<file path="config.mk">
export PLATFORM = sky130hd
export DESIGN_NAME = hdmi_rgb_to_ycbcr422
export DESIGN_NICKNAME = d
export VERILOG_FILES = /design/src/rtl/hdmi_rgb_to_ycbcr422.sv
export SDC_FILE = /design/constraint.sdc
export NUM_CORES = 1
export LEC_CHECK = 0
export CAP_MARGIN = 20
export CORE_ASPECT_RATIO = 0.75
export CORE_MARGIN = 1.5
export CORE_UTILIZATION = 57
export DETAILED_ROUTE_END_ITERATION = 8
export PLACE_DENSITY = 0.78
export SYNTH_ARGS = -nofsm -noshare
export SYNTH_HDL_FRONTEND = slang
export SYNTH_SLANG_ARGS = --single-unit
</file>
<file path="constraint.sdc">
create_clock -name clk -period 4.62 [get_ports clk]
set_input_delay 0.693 -clock clk [delete_from_list [all_inputs] [get_ports clk]]
set_output_delay 0.693 -clock clk [all_outputs]
set_load 0.01 [all_outputs]
</file>
<file path="src/rtl/hdmi_rgb_to_ycbcr422.sv">
// RGB888 to BT.601 limited-range YCbCr 4:2:2 converter for the HDMI transmitter pins.
// Define HDMI_RGB_TO_YCBCR422_CHROMA_AVG_EN for averaged chroma (adds one lookahead stage).
module hdmi_rgb_to_ycbcr422 #(
    parameter bit         CB_FIRST = 1'b1,
    parameter logic [7:0] BLANK_Y  = 8'h10,
    parameter logic [7:0] BLANK_C  = 8'h80
) (
    input  logic        clk,
    input  logic        reset,
    input  logic        in_hsync,
    input  logic        in_vsync,
    input  logic        in_data_e,
    input  logic [23:0] in_data,
    output logic        out_hsync,
    output logic        out_vsync,
    output logic        out_data_e,
    output logic [15:0] out_data
);

    function automatic logic signed [17:0] mul(input logic [7:0] c, input logic signed [8:0] k);
        return $signed({10'd0, c}) * k;
    endfunction

    // Round, shift, offset and clamp a coefficient sum into an 8-bit code.
    function automatic logic [7:0] scale_clamp(input logic signed [17:0] sum,
                                               input logic signed [17:0] offset,
                                               input logic signed [17:0] hi);
        logic signed [17:0] v;
        v = ((sum + 18'sd128) >>> 8) + offset;
        if (v < 18'sd16) v = 18'sd16;
        else if (v > hi) v = hi;
        return v[7:0];
    endfunction

`ifdef HDMI_RGB_TO_YCBCR422_CHROMA_AVG_EN
    function automatic logic [7:0] avg(input logic [7:0] a, input logic [7:0] b);
        logic [8:0] s;
        s = {1'b0, a} + {1'b0, b} + 9'd1;
        return s[8:1];
    endfunction
`endif

    logic                phase_q, phase_d;
    logic signed [17:0]  prod_p1_q [9];
    logic signed [17:0]  prod_p1_d [9];
    logic                hs_p1_q, hs_p1_d, vs_p1_q, vs_p1_d, de_p1_q, de_p1_d, ph_p1_q, ph_p1_d;
    logic [7:0]          y_p2_q, y_p2_d, cb_p2_q, cb_p2_d, cr_p2_q, cr_p2_d;
    logic                hs_p2_q, hs_p2_d, vs_p2_q, vs_p2_d, de_p2_q, de_p2_d, ph_p2_q, ph_p2_d;
`ifdef HDMI_RGB_TO_YCBCR422_CHROMA_AVG_EN
    logic [7:0]          y_p3_q, y_p3_d, cb_p3_q, cb_p3_d, cr_p3_q, cr_p3_d;
    logic                hs_p3_q, hs_p3_d, vs_p3_q, vs_p3_d, de_p3_q, de_p3_d, ph_p3_q, ph_p3_d;
`endif
    logic [7:0]          held_q, held_d;
    logic                out_hsync_q, out_hsync_d, out_vsync_q, out_vsync_d;
    logic                out_data_e_q, out_data_e_d;
    logic [15:0]         out_data_q, out_data_d;

    logic [7:0] cur_y, cur_cb, cur_cr, first_c, second_c, c_sel;
    logic       cur_hs, cur_vs, cur_de, cur_ph;

    always_comb begin
        // Stage 1: pair phase and the nine component products
        phase_d = in_data_e ? ~phase_q : 1'b0;
        ph_p1_d = in_data_e ? phase_q : 1'b0;
        hs_p1_d = in_hsync;
        vs_p1_d = in_vsync;
        de_p1_d = in_data_e;
        prod_p1_d[0] = mul(in_data[23:16], 9'sd66);
        prod_p1_d[1] = mul(in_data[15:8],  9'sd129);
        prod_p1_d[2] = mul(in_data[7:0],   9'sd25);
        prod_p1_d[3] = mul(in_data[23:16], -9'sd38);
        prod_p1_d[4] = mul(in_data[15:8],  -9'sd74);
        prod_p1_d[5] = mul(in_data[7:0],   9'sd112);
        prod_p1_d[6] = mul(in_data[23:16], 9'sd112);
        prod_p1_d[7] = mul(in_data[15:8],  -9'sd94);
        prod_p1_d[8] = mul(in_data[7:0],   -9'sd18);

        // Stage 2: sum, scale and clamp
        y_p2_d  = scale_clamp(prod_p1_q[0] + prod_p1_q[1] + prod_p1_q[2], 18'sd16,  18'sd235);
        cb_p2_d = scale_clamp(prod_p1_q[3] + prod_p1_q[4] + prod_p1_q[5], 18'sd128, 18'sd240);
        cr_p2_d = scale_clamp(prod_p1_q[6] + prod_p1_q[7] + prod_p1_q[8], 18'sd128, 18'sd240);
        hs_p2_d = hs_p1_q;
        vs_p2_d = vs_p1_q;
        de_p2_d = de_p1_q;
        ph_p2_d = ph_p1_q;

`ifdef HDMI_RGB_TO_YCBCR422_CHROMA_AVG_EN
        // Stage 3: lookahead register so an even pixel can see its odd partner
        y_p3_d  = y_p2_q;
        cb_p3_d = cb_p2_q;
        cr_p3_d = cr_p2_q;
        hs_p3_d = hs_p2_q;
        vs_p3_d = vs_p2_q;
        de_p3_d = de_p2_q;
        ph_p3_d = ph_p2_q;
        cur_y = y_p3_q;  cur_cb = cb_p3_q;  cur_cr = cr_p3_q;
        cur_hs = hs_p3_q; cur_vs = vs_p3_q; cur_de = de_p3_q; cur_ph = ph_p3_q;
`else
        cur_y = y_p2_q;  cur_cb = cb_p2_q;  cur_cr = cr_p2_q;
        cur_hs = hs_p2_q; cur_vs = vs_p2_q; cur_de = de_p2_q; cur_ph = ph_p2_q;
`endif

        // Output stage: chroma select and blanking
        first_c  = CB_FIRST ? cur_cb : cur_cr;
        second_c = CB_FIRST ? cur_cr : cur_cb;
        held_d   = held_q;
        c_sel    = BLANK_C;
        if (cur_de) begin
            if (!cur_ph) begin
                held_d = second_c;
                c_sel  = first_c;
`ifdef HDMI_RGB_TO_YCBCR422_CHROMA_AVG_EN
                if (de_p2_q && ph_p2_q)
                    c_sel = avg(first_c, CB_FIRST ? cb_p2_q : cr_p2_q);
`endif
            end else begin
`ifdef HDMI_RGB_TO_YCBCR422_CHROMA_AVG_EN
                c_sel = avg(held_q, second_c);
`else
                c_sel = held_q;
`endif
            end
        end
        out_data_d   = cur_de ? {cur_y, c_sel} : {BLANK_Y, BLANK_C};
        out_hsync_d  = cur_hs;
        out_vsync_d  = cur_vs;
        out_data_e_d = cur_de;
    end

    always_ff @(posedge clk) begin
        if (reset) begin
            phase_q <= 1'b0;
            for (int i = 0; i < 9; i++) prod_p1_q[i] <= '0;
            hs_p1_q <= 1'b0; vs_p1_q <= 1'b0; de_p1_q <= 1'b0; ph_p1_q <= 1'b0;
            y_p2_q  <= '0;   cb_p2_q <= '0;   cr_p2_q <= '0;
            hs_p2_q <= 1'b0; vs_p2_q <= 1'b0; de_p2_q <= 1'b0; ph_p2_q <= 1'b0;
`ifdef HDMI_RGB_TO_YCBCR422_CHROMA_AVG_EN
            y_p3_q  <= '0;   cb_p3_q <= '0;   cr_p3_q <= '0;
            hs_p3_q <= 1'b0; vs_p3_q <= 1'b0; de_p3_q <= 1'b0; ph_p3_q <= 1'b0;
`endif
            held_q       <= 8'h80;
            out_hsync_q  <= 1'b0;
            out_vsync_q  <= 1'b0;
            out_data_e_q <= 1'b0;
            out_data_q   <= 16'h1080;
        end else begin
            phase_q <= phase_d;
            for (int i = 0; i < 9; i++) prod_p1_q[i] <= prod_p1_d[i];
            hs_p1_q <= hs_p1_d; vs_p1_q <= vs_p1_d; de_p1_q <= de_p1_d; ph_p1_q <= ph_p1_d;
            y_p2_q  <= y_p2_d;  cb_p2_q <= cb_p2_d; cr_p2_q <= cr_p2_d;
            hs_p2_q <= hs_p2_d; vs_p2_q <= vs_p2_d; de_p2_q <= de_p2_d; ph_p2_q <= ph_p2_d;
`ifdef HDMI_RGB_TO_YCBCR422_CHROMA_AVG_EN
            y_p3_q  <= y_p3_d;  cb_p3_q <= cb_p3_d; cr_p3_q <= cr_p3_d;
            hs_p3_q <= hs_p3_d; vs_p3_q <= vs_p3_d; de_p3_q <= de_p3_d; ph_p3_q <= ph_p3_d;
`endif
            held_q       <= held_d;
            out_hsync_q  <= out_hsync_d;
            out_vsync_q  <= out_vsync_d;
            out_data_e_q <= out_data_e_d;
            out_data_q   <= out_data_d;
        end
    end

    assign out_hsync  = out_hsync_q;
    assign out_vsync  = out_vsync_q;
    assign out_data_e = out_data_e_q;
    assign out_data   = out_data_q;

endmodule

</file>
==> flow_summary_export.csv <==
group,metric,value,unit
synthesis,synthTopCellsByArea,"ha_1 25%, dfxtp_1 24%, fa_1 14%, inv_1 6.9%, xnor2_1 3.3%",
die,core-area,24300,sq um
sta,drv_slew,0,
synthesis,yosysTopAreaCell,"ha_1",
synthesis,yosysUniqueCellTypes,82,
synthesis,synthSimpleGateAreaFrac,0.117,
grt,grt_pass1_vias,10400,
grt,grt_use_total,0.258,
critical_path,cp-end-kind,"flop",
place,placed_area,15800,sq um
power,p_total,9.05,mW
route,ant_nets,0,
critical_path,critical_path.max_fanout,2,
power,p_leak,8.35,nW
clocking,clkTransAtPathRegs,70,ps
synthesis,ys_seq_area_frac,0.245,
route,drt_pass1_iterations,5,
synthesis,ys.flop_type,"dfxtp_1",
worst_hold_path,min_path_type,"flop to flop",
critical_path,rrSetupSlack,180,ps
synthesis,synth_area,14300,sq um
clocking,cts.sinks,175,
place,place_inst,1950,
die,die_h,140,um
die,num_rows,49,
sta,maxSlewHeadroom,0.462,
clocking,cts-hold-fix-buffers,0,
sta,hold_slack,408,ps
critical_path,max_stage_delay,560,ps
clocking,numCtsBuffers,17,
final_layout,fin_cells,1983,
critical_path,crit_top_cell,"inv_1",
sta,fmax,0.223,GHz
sta,final-setup-viol-count,0,
critical_path,worstReg2RegStart,"prod_p1_q[0][145]",
synthesis,synthCells,1501,
synthesis,synth_adder_area_share,0.391,
route,route.vias.total,10600,
route,viasPerCell,5.34,
critical_path,r2r_cells,17,
critical_path,r2r_end,"cb_p2_q[1]",
final_layout,fillers,1907,
synthesis,synth_compound_area_frac,0.110,
place,port_buffers,47,
die,die_area,26100,sq um
sta,rsz0062_at_grt,"yes",
power,swShare,0.439,
critical_path,crit_type,"input port to flop",
place,place_congestion,0.909,
die,boundaryPins,48,
power,p_comb_frac,0.622,
sta,setup_ws,127,ps
synthesis,synth.net_count,1918,
synthesis,synth_top_family_by_area,"adder cells",
critical_path,cp.arrival,4850,ps
synthesis,synth.top_cells.by_count,"290 x ha_1, 261 x inv_1, 175 x dfxtp_1",
critical_path,cp-start-kind,"input port",
critical_path,slowest_stage,"fa_1",
power,p_int,5.07,mW
final_layout,antennaDiodeCount,0,
synthesis,synth_xor_area_frac,0.0476,
critical_path,crit_chain,"clkdlybuf4s50_1 > inv_1 > ha_1 > inv_1 > ha_1 > inv_1 > fa_1 > fa_1 > inv_1 > ha_1 > a21o_1 > a21oi_1 > o21bai_1 > a21oi_2 > o21bai_1 > a21oi_2 > o21ai_0 > o41ai_2 > mux2i_1",
place,dp_hpwl,26000,um
sta,finalCriticalPeriod,4490,ps
power,p_sw,3.97,mW
route,drcViolationCount,0,
synthesis,synth-edff-count,0,
synthesis,synth.top_cell.area_share,0.254,
critical_path,crit_start,"in_data[9]",
sta,period_share,0.972,
clocking,cts.path.max_buffers,2,
clocking,tritoncts,"yes",
sta,hold_viol_final,0,
grt,overflow,0,
clocking,cts-root-buf,"clkbuf_16",
grt,grt_max_degree,78,
synthesis,synth_area_per_cell,9.53,sq um
grt,antenna_found_initial,0,
power,p_seq_frac,0.217,
route,drt_wl_total,32200,um
grt,grt_pass1_wl,52000,um
power,pwr-share-clk,0.161,
synthesis,yosys-mux-area-fraction,0.0115,
final_layout,postLayoutCellArea,16500,sq um
route,first_iter_violations,619,
final_layout,area_growth,15.3,%
clocking,htreeDepth,4,
route,drt-wirelength-per-cell,16.2,um
synthesis,yosysMostFrequentCell,"ha_1",
power,vdd_drop_max,0.561,mV
synthesis,ys_async_sr_fraction,0,
sta,skew,10.7,ps
die,initial_utilization,0.589,
power,p_per_area,549,nW/um^2
synthesis,ys_ff_latch,175,
die,die_x,186,um
place,dp_slack,-456,ps
worst_hold_path,min_path_cells,1,
final_layout,nets,2056,
sta,tightest_slew,807,ps
outcome,outcome,"finished, final reports clean",
final_layout,drive_above_1_share,0.104,
clocking,clk_latency,440,ps
synthesis,ys_warn_count,0,
critical_path,required,4980,ps
flow_run,maxCapViolCount,0,
critical_path,cp-endpoint,"prod_p1_q[0][89]",
[metrics by stage]
step,TNS (ps),util
after floorplan,0,-
after global placement,-1750,0.650
after detailed placement,-2620,0.650
after CTS,0,0.675
after global routing,-169,0.679
final,0,0.679
[timing repair]
item,CTS,global route
setup buffers,0,1
gates resized for setup,2,23
endpoints found under the setup margin,2,26
pin swaps,0,5
hold endpoints to repair,0,0
[state kept, by name, summed over array words and instances, names as in the netlist]
signal and flops:
cb_p2_q 8, cr_p2_q 8, cur_de 1, cur_hs 1
cur_ph 1, cur_vs 1, cur_y 8, de_p1_q 1
held_q 8, hs_p1_q 1, out_data 16, out_data_e 1
out_hsync 1, out_vsync 1, ph_p1_q 1, phase_q 1
prod_p1_q 115, vs_p1_q 1
[logic make-up after synthesis]
family | after synthesis
AND/OR/NAND/NOR | 332
flip-flops | 175
multiplexers | 16
adder cells (fa/ha/maj) | 388
XOR/XNOR | 76
AO/OA/AOI/OAI | 226
buffers and inverters | 288
[power by group through the flow]
| stage | Sequential, mW | Clock, mW | Combinational (mW) |
|---|---|---|---|
| after detailed placement | 1.99 | 0 | 5.34 |
| after floorplan | 1.92 | 0 | 3.91 |
| final | 1.96 | 1.46 | 5.62 |
| after CTS | 1.96 | 1.48 | 5.44 |
| after global routing | 1.99 | 1.55 | 6.26 |
| after global placement | 1.98 | 0 | 5.19 |
[metal layers]
metal	vias to the layer above	share of wire	wire length, um	track usage
li1	5272	-	-	-
met1	5025	0.50	16000	0.376
met2	253	0.42	13500	0.377
met3	48	0.053	1690	0.0520
met4	0	0.029	937	0.0947
met5	-	0	0	0
[layout make-up]
class / count / area [sq um] / area share
Clock inverter: 13 / 153 / 0.00926
Timing Repair Buffer: 144 / 1200 / 0.0731
Clock buffer: 19 / 443 / 0.0269
Multi-Input combinational cell: 1038 / 9780 / 0.593
Inverter: 263 / 987 / 0.0599
Tap cell: 331 / 414 / 0.0251
Sequential cell: 175 / 3500 / 0.213
[layout by cell type, fill, tap and decap left out, types with 24 or more instances in the layout]
cell / synthesis / routed
o21bai_1: 27 / 26
a21oi_1: 70 / 67
fa_1: 98 / 98
inv_1: 261 / 260
dfxtp_1: 175 / 174
nor3_1: 24 / 24
ha_1: 290 / 287
nor2_1: 111 / 111
nor2b_1: 52 / 51
clkdlybuf4s50_1: 0 / 44
buf_4: 0 / 97
xnor2_1: 54 / 53
nand2_1: 49 / 49
a21o_1: 24 / 24
[worst min path at each step]
stage / startpoint / endpoint / slack (ps)
6_report: phase_q / phase_q / 410
2_1_floorplan: phase_q / phase_q / 380
5_1_grt: phase_q / phase_q / 440
3_5_place_dp: phase_q / phase_q / 400
3_3_place_gp: phase_q / phase_q / 390
4_1_cts: phase_q / phase_q / 410
[worst max-delay path, delay by kind of cell]
kind	cells	cell delay (ps)
buffers and inverters	5	840
AO/OA/AOI/OAI	8	1300
adder cells (fa/ha/maj)	5	1800
multiplexers	1	230
(Power assumes the default switching activity.)
